===== src/rtl/seg_scan_ctrl.sv =====
// -----------------------------------------------------------------------------
// seg_scan_ctrl
//   Multiplexed common-anode 7-segment scan controller. One of CH packed nibble
//   sources is selected and latched as a whole frame at each frame boundary.
//   The latched frame is then scanned digit by digit with decimal points,
//   leading-zero suppression and 16-level PWM brightness.
//
//   Timing hierarchy: prescaler (SLOT_DIV/16 clocks) -> PWM phase (16 steps)
//   -> digit index (DIGITS slots) -> frame.
//
// Parameters
//   DIGITS    number of scanned digits (>= 2)
//   CH        number of selectable nibble sources (1..8, src_sel is 3 bits)
//   SLOT_DIV  clk_in cycles per digit slot (multiple of 16, >= 16)
//
// Ports
//   clk_in      in   system clock
//   rst_n       in   asynchronous active-low reset
//   data_in     in   CH*DIGITS nibbles; source c digit d at [(c*DIGITS+d)*4 +: 4]
//   src_sel     in   source index; values >= CH blank the frame
//   digit_en    in   per-digit enable (0 = digit always dark)
//   dp_in       in   per-digit decimal point (1 = lit)
//   lz_en       in   1 = suppress leading zeros
//   bright      in   PWM duty, digit on for (bright+1)/16 of its slot
//   seg_cs      out  digit select, active low, one-cold or all ones
//   seg_db      out  {a,b,c,d,e,f,g,dp}, active low
//   frame_tick  out  one-cycle pulse when a new frame has been latched
// -----------------------------------------------------------------------------
module seg_scan_ctrl #(
   parameter int DIGITS   = 8,
   parameter int CH       = 3,
   parameter int SLOT_DIV = 1024
) (
   input  logic                     clk_in,
   input  logic                     rst_n,
   input  logic [CH*DIGITS*4-1:0]   data_in,
   input  logic [2:0]               src_sel,
   input  logic [DIGITS-1:0]        digit_en,
   input  logic [DIGITS-1:0]        dp_in,
   input  logic                     lz_en,
   input  logic [3:0]               bright,
   output logic [DIGITS-1:0]        seg_cs,
   output logic [7:0]               seg_db,
   output logic                     frame_tick
);

   localparam int PD = SLOT_DIV / 16;
   localparam int PW = (PD > 1) ? $clog2(PD) : 1;
   localparam int IW = $clog2(DIGITS);
   localparam int NW = DIGITS * 4;

   localparam logic [PW-1:0] PRESC_LAST = PW'(PD - 1);
   localparam logic [IW-1:0] IDX_LAST   = IW'(DIGITS - 1);

   // Hex digit to {a..g}, active low.
   function automatic logic [6:0] font(input logic [3:0] nib);
      logic [6:0] f;
      case (nib)
         4'h0:    f = 7'b0000001;
         4'h1:    f = 7'b1001111;
         4'h2:    f = 7'b0010010;
         4'h3:    f = 7'b0000110;
         4'h4:    f = 7'b1001100;
         4'h5:    f = 7'b0100100;
         4'h6:    f = 7'b0100000;
         4'h7:    f = 7'b0001111;
         4'h8:    f = 7'b0000000;
         4'h9:    f = 7'b0000100;
         4'hA:    f = 7'b0001000;
         4'hB:    f = 7'b1100000;
         4'hC:    f = 7'b0110001;
         4'hD:    f = 7'b1000010;
         4'hE:    f = 7'b0110000;
         4'hF:    f = 7'b0111000;
         default: f = 7'b1111111;
      endcase
      return f;
   endfunction

   // Scan counters
   logic [PW-1:0]     presc_q, presc_d;
   logic [3:0]        phase_q, phase_d;
   logic [IW-1:0]     idx_q, idx_d;
   logic [3:0]        bright_q, bright_d;

   // Frame shadow registers
   logic              sh_valid_q, sh_valid_d;
   logic [NW-1:0]     sh_nib_q, sh_nib_d;
   logic [DIGITS-1:0] sh_en_q, sh_en_d;
   logic [DIGITS-1:0] sh_dp_q, sh_dp_d;
   logic              sh_lz_q, sh_lz_d;

   // Output registers
   logic [DIGITS-1:0] seg_cs_q, seg_cs_d;
   logic [7:0]        seg_db_q, seg_db_d;
   logic              frame_tick_q, frame_tick_d;

   logic              slot_start_s;
   logic              frame_start_s;
   logic [NW-1:0]     sel_nib_s;
   logic              sel_valid_s;
   logic [DIGITS-1:0] supp_s;
   logic [3:0]        cur_nib_s;
   logic              lit_s;

   // Counters sit at zero right after reset, so the first slot after release
   // is automatically a frame boundary.
   assign slot_start_s  = (presc_q == {PW{1'b0}}) && (phase_q == 4'd0);
   assign frame_start_s = slot_start_s && (idx_q == {IW{1'b0}});

   // Prescaler, PWM phase and digit index advance.
   always_comb begin
      presc_d = presc_q;
      phase_d = phase_q;
      idx_d   = idx_q;
      if (presc_q == PRESC_LAST) begin
         presc_d = {PW{1'b0}};
         phase_d = phase_q + 4'd1;
         if (phase_q == 4'd15) begin
            if (idx_q == IDX_LAST) begin
               idx_d = {IW{1'b0}};
            end else begin
               idx_d = idx_q + IW'(1);
            end
         end else begin
            idx_d = idx_q;
         end
      end else begin
         presc_d = presc_q + PW'(1);
      end
   end

   // Source multiplexer; an out-of-range select leaves sel_valid_s low.
   always_comb begin
      sel_nib_s   = {NW{1'b0}};
      sel_valid_s = 1'b0;
      for (int c = 0; c < CH; c++) begin
         sel_nib_s   = sel_nib_s | ({NW{src_sel == 3'(c)}} & data_in[c*NW +: NW]);
         sel_valid_s = sel_valid_s | (src_sel == 3'(c));
      end
   end

   // Frame latch at the boundary, brightness latch at every slot start.
   always_comb begin
      sh_valid_d   = sh_valid_q;
      sh_nib_d     = sh_nib_q;
      sh_en_d      = sh_en_q;
      sh_dp_d      = sh_dp_q;
      sh_lz_d      = sh_lz_q;
      bright_d     = bright_q;
      frame_tick_d = frame_start_s;
      if (frame_start_s) begin
         sh_valid_d = sel_valid_s;
         sh_nib_d   = sel_nib_s;
         sh_en_d    = digit_en;
         sh_dp_d    = dp_in;
         sh_lz_d    = lz_en;
      end else begin
         sh_valid_d = sh_valid_q;
      end
      if (slot_start_s) begin
         bright_d = bright;
      end else begin
         bright_d = bright_q;
      end
   end

   // Leading-zero suppression: a digit is blanked while it and every higher
   // digit read as zero; a disabled digit reads as zero. Digit 0 always shows.
   always_comb begin
      logic run;
      supp_s = {DIGITS{1'b0}};
      run    = sh_lz_q;
      for (int k = DIGITS - 1; k >= 1; k--) begin
         run       = run & ((sh_nib_q[k*4 +: 4] == 4'd0) | ~sh_en_q[k]);
         supp_s[k] = run;
      end
   end

   assign cur_nib_s = sh_nib_q[{idx_q, 2'b00} +: 4];

   // The first clock of every slot is forced dark so the previous pattern
   // never ghosts onto the newly selected digit.
   assign lit_s = !slot_start_s && sh_valid_q && sh_en_q[idx_q] &&
                  !supp_s[idx_q] && (phase_q <= bright_q);

   // Select and pattern are computed together so they always refer to one digit.
   always_comb begin
      seg_cs_d = {DIGITS{1'b1}};
      seg_db_d = 8'hFF;
      if (lit_s) begin
         seg_cs_d = ~({{(DIGITS-1){1'b0}}, 1'b1} << idx_q);
         seg_db_d = {font(cur_nib_s), ~sh_dp_q[idx_q]};
      end else begin
         seg_cs_d = {DIGITS{1'b1}};
         seg_db_d = 8'hFF;
      end
   end

   // State and output registers.
   always_ff @(posedge clk_in or negedge rst_n) begin
      if (!rst_n) begin
         presc_q      <= {PW{1'b0}};
         phase_q      <= 4'd0;
         idx_q        <= {IW{1'b0}};
         bright_q     <= 4'd0;
         sh_valid_q   <= 1'b0;
         sh_nib_q     <= {NW{1'b0}};
         sh_en_q      <= {DIGITS{1'b0}};
         sh_dp_q      <= {DIGITS{1'b0}};
         sh_lz_q      <= 1'b0;
         seg_cs_q     <= {DIGITS{1'b1}};
         seg_db_q     <= 8'hFF;
         frame_tick_q <= 1'b0;
      end else begin
         presc_q      <= presc_d;
         phase_q      <= phase_d;
         idx_q        <= idx_d;
         bright_q     <= bright_d;
         sh_valid_q   <= sh_valid_d;
         sh_nib_q     <= sh_nib_d;
         sh_en_q      <= sh_en_d;
         sh_dp_q      <= sh_dp_d;
         sh_lz_q      <= sh_lz_d;
         seg_cs_q     <= seg_cs_d;
         seg_db_q     <= seg_db_d;
         frame_tick_q <= frame_tick_d;
      end
   end

   assign seg_cs     = seg_cs_q;
   assign seg_db     = seg_db_q;
   assign frame_tick = frame_tick_q;

endmodule


===== config.mk =====
export PLATFORM = sky130hd
export DESIGN_NAME = seg_scan_ctrl
export DESIGN_NICKNAME = d
export VERILOG_FILES = /design/src/rtl/seg_scan_ctrl.sv
export SDC_FILE = /design/constraint.sdc
export NUM_CORES = 1
export LEC_CHECK = 0
export BUFFER_PORTS_ARGS = -buffer_cell sky130_fd_sc_hd__buf_2
export CAP_MARGIN = 20
export CORE_MARGIN = 1.5
export CORE_UTILIZATION = 56
export DETAILED_ROUTE_END_ITERATION = 6
export GPL_ROUTABILITY_DRIVEN = 0
export PLACE_DENSITY = 0.86
export SETUP_SLACK_MARGIN = 0.15
export SYNTH_ARGS = -nofsm -noshare
export SYNTH_HDL_FRONTEND = slang
export SYNTH_SLANG_ARGS = --single-unit

===== constraint.sdc =====
create_clock -name clk_in -period 4.24 [get_ports clk_in]
set_input_delay 0.848 -clock clk_in [delete_from_list [all_inputs] [get_ports clk_in]]
set_output_delay 0.848 -clock clk_in [all_outputs]
set_load 0.005 [all_outputs]

==> results of run 1 <==
worst reg2reg max path: cells and delay by family (launching register included):
| family | cells | cell delay [ps] |
|---|---|---|
| muxes | 2 | 970 |
| AOI/OAI and AO/OA | 2 | 190 |
| DFF | 1 | 900 |
| and+or+nand+nor | 2 | 160 |
| buffers and inverters | 1 | 170 |
| adders and majority gates | 1 | 270 |
cells by family (layout without fill, tap and decap cells):
logic type | after synthesis | in the layout | share of synthesized area (%)
and+or+nand+nor | 175 | 175 | 16.05
AOI/OAI and AO/OA | 97 | 97 | 13.35
DFF | 84 | 84 | 45.00
muxes | 59 | 59 | 14.91
buffers and inverters | 49 | 173 | 4.272
adders and majority gates | 20 | 20 | 5.306
xor gates and xnor gates | 6 | 6 | 1.114
registers in the layout (all words and copies together), names as in the netlist:
signal	flops
sh_nib_q	32
frame_tick	1
sh_en_q	8
sh_dp_q	8
sh_valid_q	1
idx_q	3
seg_db	8
presc_q	6
sh_lz_q	1
seg_cs	8
phase_q	4
bright_q	4
metrics by stage:
step | hold slack [ps] | std cells | instance area (sq um) | power, mW
4_1_cts | 483.3 | 717 | 5615 | 1.681
3_3_place_gp | 456.3 | 701 | 5409 | 1.097
6_report | 339.1 | 719 | 5658 | 1.677
5_1_grt | 344.2 | 719 | 5658 | 1.761
2_1_floorplan | 440.3 | 490 | 4716 | 0.9997
3_5_place_dp | 464.4 | 701 | 5409 | 1.108
cell type report:
type / instances / area (sq um)
clock buffer: 14 / 195.2
clock inverter: 2 / 11.26
fill: 640 / 2517
inverter: 16 / 60.06
multi-input combinational: 357 / 2395
sequential: 84 / 2122
tap: 105 / 131.4
timing repair buffer: 141 / 743.2
layer usage:
metal / track usage [%] / vias to the layer above / share of wire [%]
li1: - / 1963 / -
met1: 31.93 / 1953 / 41
met2: 44.70 / 159 / 51
met3: 3.382 / 18 / 5.5
met4: 10.70 / 0 / 2.1
met5: 0 / - / 0
how the worst max path moves through the flow:
stage | to | cells after the start | slack [ps] | from
2_1_floorplan | seg_db[4] | 10 | 1920 | idx_q[0]
3_3_place_gp | sh_nib_q[9] | 4 | 1430 | src_sel[1]
3_5_place_dp | sh_nib_q[19] | 4 | 1370 | src_sel[1]
4_1_cts | seg_db[4] | 8 | 1430 | idx_q[0]
5_1_grt | seg_db[4] | 8 | 1220 | idx_q[0]
6_report | seg_db[4] | 8 | 1460 | idx_q[0]
Yosys cell counts (6+ instances only):
| cell type | number | area share, % |
|---|---|---|
| clkbuf_1 | 22 | 1.8 |
| nor2_1 | 40 | 3.2 |
| nand3_1 | 11 | 1.2 |
| o31ai_1 | 32 | 5.1 |
| dfrtp_1 | 68 | 36 |
| ha_1 | 20 | 5.3 |
| buf_2 | 8 | 0.85 |
| mux2_2 | 10 | 2.4 |
| a21oi_1 | 38 | 4.0 |
| dfstp_2 | 16 | 8.9 |
| o21ai_0 | 6 | 0.64 |
| inv_1 | 14 | 1.1 |
| mux2i_1 | 41 | 8.7 |
| mux4_2 | 8 | 3.8 |
| nand2_1 | 103 | 8.2 |
power groups by stage:
stage	Combinational, mW	Sequential [mW]	Clock, mW
finish	0.234	0.863	0.580
global route	0.262	0.867	0.632
CTS	0.231	0.862	0.588
detailed placement	0.230	0.878	0
global placement	0.221	0.875	0
floorplan	0.131	0.869	0
==> results.md, run 1 <==
* CTS H-tree depth at 3
* Startpoint Class: register
* Clock sinks at 84
* Seq cells post-synth at 84
* Power per Cell Area at 296.3 nW/um^2
* Via density at 5.693
* Internal Power at 1.252 mW
* Row cnt at 33
* Mapped Area at 4716 sq um
* Cell mode on critical path: nand2_1
* Synthesized net count at 632
* Largest net degree at the start of global routing at 85
* Fmax at 0.3601 GHz
* Clock Power Share at 34.6%
* Worst Path Max Fanout at 18
* Crit path buf inv count at 1
* DRC Markers at 0
* Clock Tree Buf Depth at 2
* Rel. slew slack at 37.46%
* Initial antenna violation count at 0
* Clock skew at 8.961 ps
* HP Class: input port to async pin
* First-pass GRT wire length at 17740 um
* CP endpoint kind: register
* Slew Viols, Final at 0
* Primary FF master, synth: dfrtp_1
* Synth-to-Final Area Change at 19.98%
* Final setup vio count at 0
* Total number of vias at 4093
* Unrepaired setup endpoints after global routing: false
* Total negative slack at 0 ps
* Sw Ratio at 25.32%
* DR WL/cell at 15.36 um
* R2r setup slk at 1460 ps
* Worst VDD drop at 0.0002214 V
* CTS tree: built
* Die span in y at 94.77 um
* Worst-Skew Late Latency at 360 ps
* Iter 0 DRT Violations at 210
* Outcome: finished clean
* # diodes at 0
* Syn Inst Count at 490
* Critical path cell sequence: mux4_2 > mux2i_1 > inv_1 > ha_1 > nand2_1 > o211ai_1 > o21ai_0 > nand2_1
* Grt ovf at 0
* GR Util All Layers at 25.65%
* Clock transition at path regs at 80 ps
* Drt pass-1 iters at 4
* LEAKAGE at 2.722 nW
* Clock Tree Root: clkbuf_8
* Switching component of the power at 0.4245 mW
* Initial Util at 57.68%
* Async S/R FF share, synth at 100.0%
* Critical path's top delay family: multiplexers
* Most frequent cells in the layout: buf_2, nand2_1, dfrtp_1, mux2i_1, nor2_1
* Final net count at 751
* Boundary Pins at 139
* Post-synthesis sequential area ratio at 45.00%
* Vias in the first global route at 3856
* MaxCap Viol Count at 0
* Worst slew pin tran at 938.1 ps
* Setup bufs post-CTS at 0
* RR Endpoint: seg_db[4]
* Post-Route Utilization at 69.21%
* Core Region at 8175 sq um
* Pre-CTS setup slack at 1368 ps
* Total CTS buffers at 9
* Critical Path RT at 4490 ps
* Post-CTS Hold Buffers at 0
* Critical path type: register to register
* DRT Wirelength at 11040 um
* CP max stage cell: dfrtp_1
* Worst reg2reg startpoint: idx_q[0]
* Final Hold Violating Endpoints at 0
* Flop pwr share at 51.5%
* R2r worst-path depth at 8
* Layout cells sized above 1 at 31.43%
* Slowest Stage Delay on Critical Path at 900 ps
* Number of synthesis warnings at 0
* Fin worst setup slack at 1463 ps
* Gate power share at 14.0%
* Critical path arrival at 3020 ps
* Syn avg cell area at 9.624 sq um
* Library cells used by synthesis at 39
* Period utilization at 65.50%
* Detail Placement HPWL at 8147 um
* Die W at 94.77 um
* Die area at 8980 sq um
* Min Tclk post-route at 2777 ps
* EDFF count, synth at 0
* Commonest non-fill, non-tap cell in the layout: buf_2
* Post-cts sizing count at 0
* Port buffer count at 138
* Post-route ant nets at 0
Note: power is estimated with default switching activity, not from simulation.
==> run 2: changes to the inputs <==
Settings changed: CORE_UTILIZATION 56 to 47, PLACE_DENSITY 0.86 to 0.77.
Clock period 4.24 ns to 2.45 ns, I/O delays scaled along.
==> results.md, run 2 (synthesis results as in run 1) <==
* Rel. slew slack at 63.43%
* Post-CTS Hold Buffers at 0
* Startpoint Class: register
* Design area at 5772 sq um
* DRC Markers at 0
* Post-route ant nets at 0
* Critical Path RT at 2750 ps
* Critical path type: register to register
* Clock skew at 9.456 ps
* CP endpoint kind: register
* Worst-Skew Late Latency at 360 ps
* Clock Tree Root: clkbuf_8
* Boundary Pins at 139
* Largest Register: sh_nib_q
* # diodes at 0
* CTS H-tree depth at 3
* DRT Wirelength at 11130 um
* Die span in y at 103.2 um
* Total negative slack at 0 ps
* Worst Path Max Fanout at 6
* Grt ovf at 0
* Outcome: finished clean
* Period utilization at 89.78%
* Final Hold Violating Endpoints at 0
* Switching component of the power at 0.7295 mW
* Min Tclk post-route at 2200 ps
* Row cnt at 36
* Fin worst setup slack at 250.4 ps
* Vias in the first global route at 4059
* Post-route insts no fill at 760
* Total CTS buffers at 9
* Synth-to-Final Area Change at 22.39%
* Slew Viols, Final at 0
* Final net count at 764
* First-pass GRT wire length at 18510 um
* Die W at 103.2 um
* Iter 0 DRT Violations at 195
* Fill count at 869
* MaxCap Viol Count at 0
* Power per Cell Area at 480.9 nW/um^2
* Port buffer count at 138
* Largest net degree at the start of global routing at 84
* Critical path cell sequence: buf_4 > mux2i_1 > o22ai_1 > a221o_1 > inv_1 > ha_1 > inv_1 > o211ai_1 > o21ai_0 > nand2_1
* Commonest non-fill, non-tap cell in the layout: buf_2
* Worst slew pin tran at 541.5 ps
* Worst VDD drop at 0.0002259 V
* Detail Placement HPWL at 8621 um
* Layout cells sized above 1 at 33.49%
* Slowest Stage Delay on Critical Path at 440 ps
* Placed Cells at 737
* Sw Ratio at 26.28%
* Clock sinks at 84
* Largest register FFs at 32
* Initial Util at 48.25%
* Clock Power Share at 31.2%
* Total number of vias at 4103
* CTS tree: built
* Placed Area at 5533 sq um
* Fmax at 0.4546 GHz
* Clock transition at path regs at 80 ps
* Crit path buf inv count at 3
* LEAKAGE at 2.757 nW
* Final setup vio count at 0
* Critical path arrival at 2500 ps
* Gate power share at 14.9%
* Pre-CTS setup slack at 115.1 ps
* CP max stage cell: dfrtp_2
* Most frequent cells in the layout: buf_2, nand2_1, dfrtp_1, nor2_1, mux2i_1
* Total power after layout at 2.775 mW
* Clock Tree Buf Depth at 2
* Die area at 10640 sq um
* Core Region at 9774 sq um
* Post-Route Utilization at 59.05%
* Cell mode on critical path: inv_1
* Flop pwr share at 53.9%
* Drt pass-1 iters at 4
* DR WL/cell at 14.64 um
* HP Class: input port to async pin
* Internal Power at 2.046 mW
* Unrepaired setup endpoints after global routing: true
* Critical path's top delay family: compound AO/OA/AOI/OAI gates
* Hold slack at 92.72 ps
* Via density at 5.399
* GR Util All Layers at 22.60%
* Initial antenna violation count at 0
run 2: cell types whose count changed in the layout (fill, tap and decap cells not counted), sizes merged:
cell	change
buf	+13
clkbuf	-2
clkinv	+1
clkinvlp	+2
inv	-1
run 2: final cells by class:
cell class	instances	area, sq um	share of cell area, %
multi-input combinational	357	2407	41.71
sequential	84	2126	36.83
timing repair buffer	154	842.1	14.59
tap	133	166.4	2.883
clock buffer	12	145.1	2.515
inverter	16	60.06	1.041
clock inverter	4	25.02	0.4336
run 2: worst paths after layout:
path	startpoint	endpoint	cells after the start	slack (ps)
max in group asynchronous	rst_n	idx_q[0]	2	1740
max reg2reg	idx_q[0]	seg_db[4]	10	250
min	rst_n	presc_q[2]	1	90
max	idx_q[0]	seg_db[4]	10	250
min in group clk_in	dp_in[7]	sh_dp_q[7]	3	310
min reg2reg	sh_dp_q[6]	sh_dp_q[6]	2	500
run 2: worst reg2reg max path, stage by stage (launching register included):
cell and delay (ps):
dfrtp_2 440, buf_4 180, mux2i_1 200, o22ai_1 120
a221o_1 360, inv_1 180, ha_1 180, inv_1 60
o211ai_1 210, o21ai_0 120, nand2_1 100
run 2: power by group through the flow:
stage / sequential, mW / combinational, mW / clock, mW
finish: 1.50 / 0.413 / 0.867
global route: 1.50 / 0.467 / 0.952
CTS: 1.50 / 0.415 / 0.882
detailed placement: 1.52 / 0.409 / 0
global placement: 1.52 / 0.395 / 0
floorplan: 1.50 / 0.228 / 0
run 2: what timing repair did:
action | 4_1_cts | 5_1_grt
pin swaps | 1 | 1
setup buffers | 4 | 3
setup endpoints to repair | 6 | 52
gates resized for setup | 0 | 5
run 2: metal layers:
layer | up-vias | track usage [%] | share of wire [%]
met3 | 24 | 4.746 | 4.8
met4 | 0 | 8.836 | 2.3
li1 | 1995 | - | -
met2 | 136 | 38.61 | 49
met5 | - | 0 | 0
met1 | 1948 | 28.13 | 44
==> run 3: changes to the inputs <==
Settings changed: CORE_UTILIZATION 47 to 52, PLACE_DENSITY 0.77 to 0.8.
Clock period 2.45 ns to 2.1 ns, I/O delays scaled along.
==> results.md, run 3 (synthesis results as in run 1) <==
* Startpoint Class: register
* CTS tree: built
* Slowest Stage Delay on Critical Path at 440 ps
* Outcome: finished clean
* Row cnt at 34
* Crit path buf inv count at 2
* Via density at 5.756
* Vias in the first global route at 4162
* Most frequent cells in the layout: buf_2, nand2_1, dfrtp_1, nor2_1, mux2i_1
* Clock Tree Root: clkbuf_8
* Detail Placement HPWL at 8526 um
* Final net count at 779
* LEAKAGE at 2.960 nW
* Fill count at 640
* Critical path arrival at 2350 ps
* Slew Viols, Final at 0
* Iter 0 DRT Violations at 258
* Total CTS buffers at 9
* Largest Register: sh_nib_q
* # diodes at 0
* DRC Markers at 0
* Fmax at 0.4850 GHz
* Min Tclk post-route at 2062 ps
* First-pass GRT wire length at 19240 um
* Clock skew at 10.26 ps
* Unrepaired setup endpoints after global routing: true
* Power per Cell Area at 607.2 nW/um^2
* Critical Path RT at 2390 ps
* Drt pass-1 iters at 6
* Die W at 98.23 um
* Layout cells sized above 1 at 41.74%
* Hold slack at 78.61 ps
* Critical path type: register to register
* DR WL/cell at 16.97 um
* Final setup vio count at 0
* Synth-to-Final Area Change at 32.34%
* Total number of vias at 4317
* Initial Util at 53.81%
* Critical path cell sequence: buf_8 > mux2i_1 > o22ai_1 > a221o_1 > inv_2 > ha_4 > mux2i_2 > o221ai_1
* Period utilization at 98.19%
* Worst Path Max Fanout at 7
* HP Class: input port to async pin
* Worst VDD drop at 0.0002968 V
* Clock transition at path regs at 80 ps
* Grt ovf at 0
* Core Region at 8763 sq um
* Worst-Skew Late Latency at 370 ps
* CP max stage cell: dfrtp_2
* Post-Route Utilization at 71.22%
* GR Util All Layers at 24.87%
* Die area at 9649 sq um
* MaxCap Viol Count at 0
* Clock sinks at 84
* CP endpoint kind: register
* Largest register FFs at 32
* Largest net degree at the start of global routing at 84
* Final Hold Violating Endpoints at 0
* Total negative slack at 0 ps
* Die span in y at 98.23 um
* Critical path's top delay family: compound AO/OA/AOI/OAI gates
* Rel. slew slack at 48.09%
* Worst slew pin tran at 778.7 ps
* Boundary Pins at 139
* DRT Wirelength at 12730 um
* Post-route ant nets at 0
* CTS H-tree depth at 3
* Initial antenna violation count at 0
* Clock Tree Buf Depth at 2
* Post-CTS Hold Buffers at 0
* Commonest non-fill, non-tap cell in the layout: buf_2
* Port buffer count at 138
run 3: changes by cell type in the layout (fill, tap and decap cells not counted), moves of 4 or more:
cell | previous run | this run
inv_1 | 14 | 10
o31ai_1 | 32 | 13
nand3_1 | 11 | 6
ha_1 | 20 | 15
nand3_2 | 0 | 5
o31ai_2 | 0 | 19
inv_2 | 1 | 5
bufinv_16 | 0 | 4
buf_4 | 14 | 24
run 3: layout make-up:
type / instances / area (sq um) / area share [%]
well taps: 108 / 135.1 / 2.165
clock buffers: 11 / 131.4 / 2.105
inverters: 16 / 60.06 / 0.9623
clock inverters: 5 / 123.9 / 1.985
multi-input cells: 357 / 2663 / 42.66
repair buffers: 169 / 1003 / 16.08
flip-flops and latches: 84 / 2125 / 34.04
run 3: path summary, 6_finish.rpt:
| check | start | slack, ps | cells after the start | end |
|---|---|---|---|---|
| worst min register to register | sh_dp_q[0] | 490 | 2 | sh_dp_q[0] |
| worst max-delay path | idx_q[0] | 40 | 8 | seg_db[6] |
| min in group clk_in | dp_in[0] | 230 | 3 | sh_dp_q[0] |
| worst max register to register | idx_q[0] | 40 | 8 | seg_db[6] |
| worst min-delay path | rst_n | 80 | 1 | sh_dp_q[5] |
| max in group asynchronous | rst_n | 1390 | 2 | idx_q[0] |
run 3: per-layer routing:
metal	up-vias	track usage (%)	wire, um
met4	0	11.27	305
met3	28	3.651	825
met2	194	43.34	6485
met1	2073	30.61	5110
li1	2022	-	-
met5	-	0	0
run 3: what timing repair did:
item                                    CTS  global route
pin swaps                                 2            11
endpoints found under the setup margin   49            49
gates cloned                              0             2
buffers inserted                          7             7
gates resized for setup                   8            47
run 3: power breakdown:
group          internal [mW]  switching [mW]  total, mW
registers               1.69          0.0573       1.75
clock network          0.908           0.586       1.49
logic                  0.268           0.278      0.546
run 3: worst register-to-register path, delay by kind of cell, from the launching register on:
kind	cells	cell delay (ps)
adder cells (fa/ha/maj)	1	230
AO/OA/AOI/OAI	3	650
multiplexers	2	360
flip-flops	1	440
buffers and inverters	2	320
run 3: through the flow:
stage	total power, mW	area, sq um	instances	setup slack [ps]
floorplan	2.025	4776	490	95.07
global placement	2.237	5587	718	-41.18
detailed placement	2.257	5587	718	-114.0
CTS	3.741	5938	741	107.3
global route	3.923	6241	750	-94.15
finish	3.789	6241	750	38.03
